--- src/rtl/fetch_sequencer_pkg.sv ---
// ---------------------------------------------------------------------------
// fetch_sequencer_pkg : shared instruction-length, FSM and reset types, rev 1.0
// ---------------------------------------------------------------------------
`default_nettype none

package fetch_sequencer_pkg;

  typedef enum logic [1:0] {
    CYCLE5  = 2'd0,
    CYCLE7  = 2'd1,
    CYCLE12 = 2'd2
  } instr_length;

  typedef enum logic [2:0] {
    ST_FETCH = 3'd0,
    ST_LATCH = 3'd1,
    ST_EXEC  = 3'd2,
    ST_IRQ   = 3'd3,
    ST_HALT  = 3'd4
  } fetch_state_t;

  localparam logic [12:0] RESET_VECTOR = 13'h0100;
  localparam logic [11:0] NOP5_OPCODE  = 12'hFFB;
  localparam logic [4:0]  IRQ_TICKS    = 5'd24;

  // Two clk_2x_en ticks per oscillator cycle.
  function automatic logic [4:0] instr_ticks(input instr_length len);
    logic [4:0] ticks;
    ticks = 5'd10;
    case (len)
      CYCLE5:  ticks = 5'd10;
      CYCLE7:  ticks = 5'd14;
      CYCLE12: ticks = 5'd24;
      default: ticks = 5'd10;
    endcase
    return ticks;
  endfunction

endpackage

`default_nettype wire

--- src/rtl/fetch_sequencer.sv ---
// ---------------------------------------------------------------------------
// fetch_sequencer : fetch/latch/exec sequencer with IRQ entry and HALT, rev 1.0
// ---------------------------------------------------------------------------
`default_nettype none

module fetch_sequencer
  import fetch_sequencer_pkg::*;
(
  input  logic        clk,
  input  logic        reset_n,
  input  logic        clk_2x_en,
  input  instr_length cycle_length,
  input  logic        skip_pc_increment,
  input  logic        disable_interrupt,
  input  logic        pc_load,
  input  logic [12:0] pc_load_addr,
  input  logic        halt_req,
  input  logic        wake,
  input  logic        irq_pending,
  output logic [12:0] rom_addr,
  input  logic [11:0] rom_data,
  output logic [11:0] opcode,
  output logic        opcode_valid,
  output logic        irq_take,
  output logic [12:0] pc
);

  fetch_state_t state;
  logic [4:0]   count;
  logic [4:0]   last_tick;
  logic         inhibit;
  logic         load_held;
  logic [12:0]  load_addr;

  logic         load_now;
  logic [12:0]  load_target;
  logic [12:0]  boundary_pc;
  logic         at_boundary;

  assign rom_addr = pc;

  // A jump request on the boundary tick itself still counts, newest target wins.
  always_comb begin
    load_now    = load_held | pc_load;
    load_target = pc_load ? pc_load_addr : load_addr;
    boundary_pc = pc;
    if (load_now)
      boundary_pc = load_target;
    else if (!skip_pc_increment)
      boundary_pc = {pc[12], pc[11:0] + 12'd1};
    at_boundary = (count != 5'd0) && (count == last_tick);
  end

  always_ff @(posedge clk or negedge reset_n) begin
    if (!reset_n) begin
      state        <= ST_FETCH;
      pc           <= RESET_VECTOR;
      opcode       <= NOP5_OPCODE;
      opcode_valid <= 1'b0;
      irq_take     <= 1'b0;
      count        <= 5'd0;
      last_tick    <= 5'd0;
      inhibit      <= 1'b0;
      load_held    <= 1'b0;
      load_addr    <= 13'd0;
    end else if (clk_2x_en) begin
      opcode_valid <= 1'b0;
      irq_take     <= 1'b0;
      case (state)
        ST_FETCH: begin
          state <= ST_LATCH;
        end
        ST_LATCH: begin
          opcode       <= rom_data;
          opcode_valid <= 1'b1;
          count        <= 5'd0;
          state        <= ST_EXEC;
        end
        ST_EXEC: begin
          count <= count + 5'd1;
          // First EXEC tick: decode outputs are valid; FETCH+LATCH already used two ticks.
          if (count == 5'd0) begin
            last_tick <= instr_ticks(cycle_length) - 5'd3;
            inhibit   <= disable_interrupt;
          end
          if (pc_load) begin
            load_held <= 1'b1;
            load_addr <= pc_load_addr;
          end
          if (at_boundary) begin
            pc        <= boundary_pc;
            load_held <= 1'b0;
            inhibit   <= 1'b0;
            count     <= 5'd0;
            if (irq_pending && !inhibit) begin
              state    <= ST_IRQ;
              irq_take <= 1'b1;
            end else if (halt_req) begin
              state <= ST_HALT;
            end else begin
              state <= ST_FETCH;
            end
          end
        end
        ST_IRQ: begin
          count <= count + 5'd1;
          if (pc_load) begin
            load_held <= 1'b1;
            load_addr <= pc_load_addr;
          end
          if (count == IRQ_TICKS - 5'd1) begin
            if (load_now)
              pc <= load_target;
            load_held <= 1'b0;
            count     <= 5'd0;
            state     <= ST_FETCH;
          end
        end
        ST_HALT: begin
          if (irq_pending) begin
            state    <= ST_IRQ;
            irq_take <= 1'b1;
            count    <= 5'd0;
          end else if (wake) begin
            state <= ST_FETCH;
          end
        end
        default: begin
          state <= ST_FETCH;
        end
      endcase
    end
  end

endmodule

`default_nettype wire

--- config.mk ---
export PLATFORM = sky130hd
export DESIGN_NAME = fetch_sequencer
export DESIGN_NICKNAME = d
export VERILOG_FILES = /design/src/rtl/fetch_sequencer_pkg.sv /design/src/rtl/fetch_sequencer.sv
export SDC_FILE = /design/constraint.sdc
export NUM_CORES = 1
export LEC_CHECK = 0
export CORE_MARGIN = 4
export CORE_UTILIZATION = 50
export CTS_CLUSTER_DIAMETER = 120
export DETAILED_ROUTE_END_ITERATION = 16
export DONT_BUFFER_PORTS = 1
export PLACE_DENSITY = 0.62
export SYNTH_ARGS = -nofsm -noshare
export SYNTH_HDL_FRONTEND = slang
export SYNTH_SLANG_ARGS = --single-unit
--- constraint.sdc ---
create_clock -name clk -period 2.6 [get_ports clk]
set_input_delay 0.13 -clock clk [delete_from_list [all_inputs] [get_ports clk]]
set_output_delay 0.13 -clock clk [all_outputs]
set_load 0.01 [all_outputs]
==> results.toml <==
[final_layout]
nFillCells = 525
antenna_cells = 0
area_growth_pct = 11.16
multiInputGateArea_um2 = 1408
seq_area_um2 = 1391
nets = 343
final_util_pct = 56.95
drive_above_1_share_pct = 21.31

[logic_synthesis]
yosysSeqAreaShare_pct = 46.14
synth-main-ff-cell = "dfrtp_1"
synth_compound_area_share_pct = 15.06
yosys_warnings = 0
synth-simple-area-share_pct = 16.18
synthTopCellsByArea = "dfrtp_1 36%, dfstp_2 10%, mux2_2 10%"
synthArstFlopShare_pct = 100.0
ys_top_cells_by_count = "43 x dfrtp_1, 27 x mux2_2, 21 x nand2_1, 21 x o21ai_0"
syn-cell-area_um2 = 3015
syn-num-nets = 332
synth_adder_area_share_pct = 1.245
synth_top_family_by_area = "simple AND/OR/NAND/NOR gates"
synth_top_area_share_pct = 35.68
synth_edf_count = 0
synth-xor-area-share_pct = 1.452
yosysMostFrequentCell = "dfrtp_1"
syn_inst = 293
ys_types = 49
yosys.area.top_type = "dfrtp_1"
synthMuxAreaShare_pct = 12.74
synth_seq_cells = 55
syn_avg_cell_area_um2 = 10.29

[timing]
fin_crit_sh_pct = 88.08
worst_pin_slew_ns = 0.8180
setup_tns_ns = 0
skew_ns = 0.01358
fmax_ghz = 0.4367
grt_setup_unrepaired = "false"
hold_viol = 0
setup_violations = 0
min_period_ns = 2.290
slew_headroom_pct = 45.14
drv_slew = 0

[detailed_routing]
via_per_inst = 5.855
num_vias = 2225
wl_met3_um = 448
drc = 0
wl_met2_mm = 3.375
wl_met1_mm = 2.786
drt_iter0_drc = 101
wl_mm = 6.680
firstDrtPassIters = 4
final_antenna_net_count = 0
highest_layer = "met5"
wl_per_cell_um = 17.58

[worst_setup_path]
path_buf_inv = 2
start_kind = "flop"
cp.arrival_ns = 2.50
reg2reg_depth = 8
cp_slowest_cell = "dfrtp_1"
worst-endpoint-required_ns = 2.81
crit_type = "reg2reg"
cpPeakStageDelay_ns = 0.43
crit_cells = 8
path_cells = "inv_1, ha_1, or4b_4, nor4b_4, a21oi_4, buf_4, or2_2, a211o_1"
crit_family = "simple AND/OR/NAND/NOR gates"
worst_setup_path_end_kind = "flop"
critPathMaxFanout = 22

[placed_design]
port_buffers = 0
gp_congestion = 0.8285
hpwl_mm = 4.386

[clock_tree]
cts_made_buffers = 5
post_cts_resized = 0
path_clk_slew_ns = 0.10
ctsHtreeMaxLevel = 2
cts.path.max_buffers = 2
cts_tree = "built"
clkLatencyLatePin_ns = 0.31
cts_sinks = 55
root_buffer = "clkbuf_8"

[die]
die_x_um = 85.66
die-area_um2 = 7338
rows = 28
start_util_pct = 51.23
coreArea_um2 = 5886
num_io_pins = 76
die_height_um = 85.66

[global_route]
antenna_found_initial = 1
grt_pass1_wl_mm = 11.09
grt_use_total_pct = 19.18
grt-ovfl-total = 0
grt_pass1_vias = 2232
grt_max_degree = 56

[pwr]
leakage_nw = 1.406
peakVddDrop_v = 0.0005243
powerDensity_nw_per_um2 = 1042

[outcome]
status = "finished, final reports clean"

[run]
cap_violations = 0

[min_path]
hold_depth = 2
hold_class = "in2reg"
-- per-stage QoR --
step           std cells  setup WS (ns)  cell area, um^2  hold slack (ns)  total power, mW
2_1_floorplan        293         0.5687             3015          -0.1656            2.804
3_3_place_gp         346         0.3687             2979          -0.1641            2.915
3_5_place_dp         346         0.3124             2979          -0.1643            2.956
4_1_cts              380         0.3102             3352         0.001587            3.513
5_1_grt              380         0.1596             3352          0.02819            3.766
6_report             380         0.3100             3352         0.006061            3.493
-- worst register-to-register path, stage by stage (launching register included) --
cell and delay (ns):
dfrtp_1 0.43, inv_1 0.08, ha_1 0.19, or4b_4 0.21, nor4b_4 0.27, a21oi_4 0.08, buf_4 0.22, or2_2 0.40
a211o_1 0.31
-- power breakdown --
group / total, mW / switching [mW] / leakage [nW] / internal [mW]
Combinational: 1.13 / 0.548 / 0.698 / 0.582
Clock: 0.504 / 0.285 / 0.0484 / 0.219
Sequential: 1.86 / 0.539 / 0.659 / 1.32
Total: 3.49 / 1.37 / 1.41 / 2.12
-- routing by layer --
metal,global-route usage [%],vias up
li1,-,1070
met1,22.44,1063
met2,33.90,81
met3,6.052,9
met4,5.180,2
met5,0,-
-- final timing paths --
| check | startpoint | end | slack (ns) |
|---|---|---|---|
| setup / recovery | count[0]$_DFFE_PN0P_ | pc[0]$_DFFE_PN0P_ | 0.31 |
| hold / removal | cycle_length[1] | last_tick[4]$_DFFE_PN0P_ | 0.006 |
| setup reg to reg | count[0]$_DFFE_PN0P_ | pc[0]$_DFFE_PN0P_ | 0.31 |
| hold reg to reg | load_addr[1]$_DFFE_PN0P_ | load_addr[1]$_DFFE_PN0P_ | 0.49 |
| max in group asynchronous | reset_n | opcode[11]$_DFFE_PN1P_ | 1.98 |
| min in group asynchronous | reset_n | load_addr[10]$_DFFE_PN0P_ | 0.32 |
-- cell families (layout without fill, tap and decap cells) --
group | count (synthesis) | count (layout)
multiplexers | 35 | 35
adder cells (fa/ha/maj) | 3 | 3
flip-flops | 55 | 55
buffers and inverters | 37 | 49
AO/OA/AOI/OAI | 69 | 69
XOR/XNOR | 5 | 5
AND/OR/NAND/NOR | 89 | 89
-- area by class of cell --
type	instances	area share, %
multi-input combinational	201	41.99
sequential	55	41.51
timing repair buffer	34	10.08
tap	75	2.800
clock buffer	7	2.576
inverter	7	0.7839
clock inverter	1	0.2613
-- flip-flops by register name, summed over array words and instances (netlist names) --
signal / flops
irq_take: 1
pc: 13
count: 5
state: 3
load_addr: 13
opcode: 12
last_tick: 5
opcode_valid: 1
inhibit: 1
load_held: 1
-- layout by cell type (no fill, tap or decap), types with 11 or more instances in the layout --
cell type and instances:
nor2_1 14, dfstp_2 12, dfrtp_1 43, a21oi_1 12, mux2_2 27, dlygate4sd3_1 25, o21ai_0 21, nor3_1 11
nand2_1 21
-- what timing repair did --
item / 4_1_cts / 5_1_grt
endpoints found under the hold margin: 80 / 0
hold buffers: 26 / 0
setup buffers: 0 / 0
No activity file was read; power rests on OpenSTA's default activity.
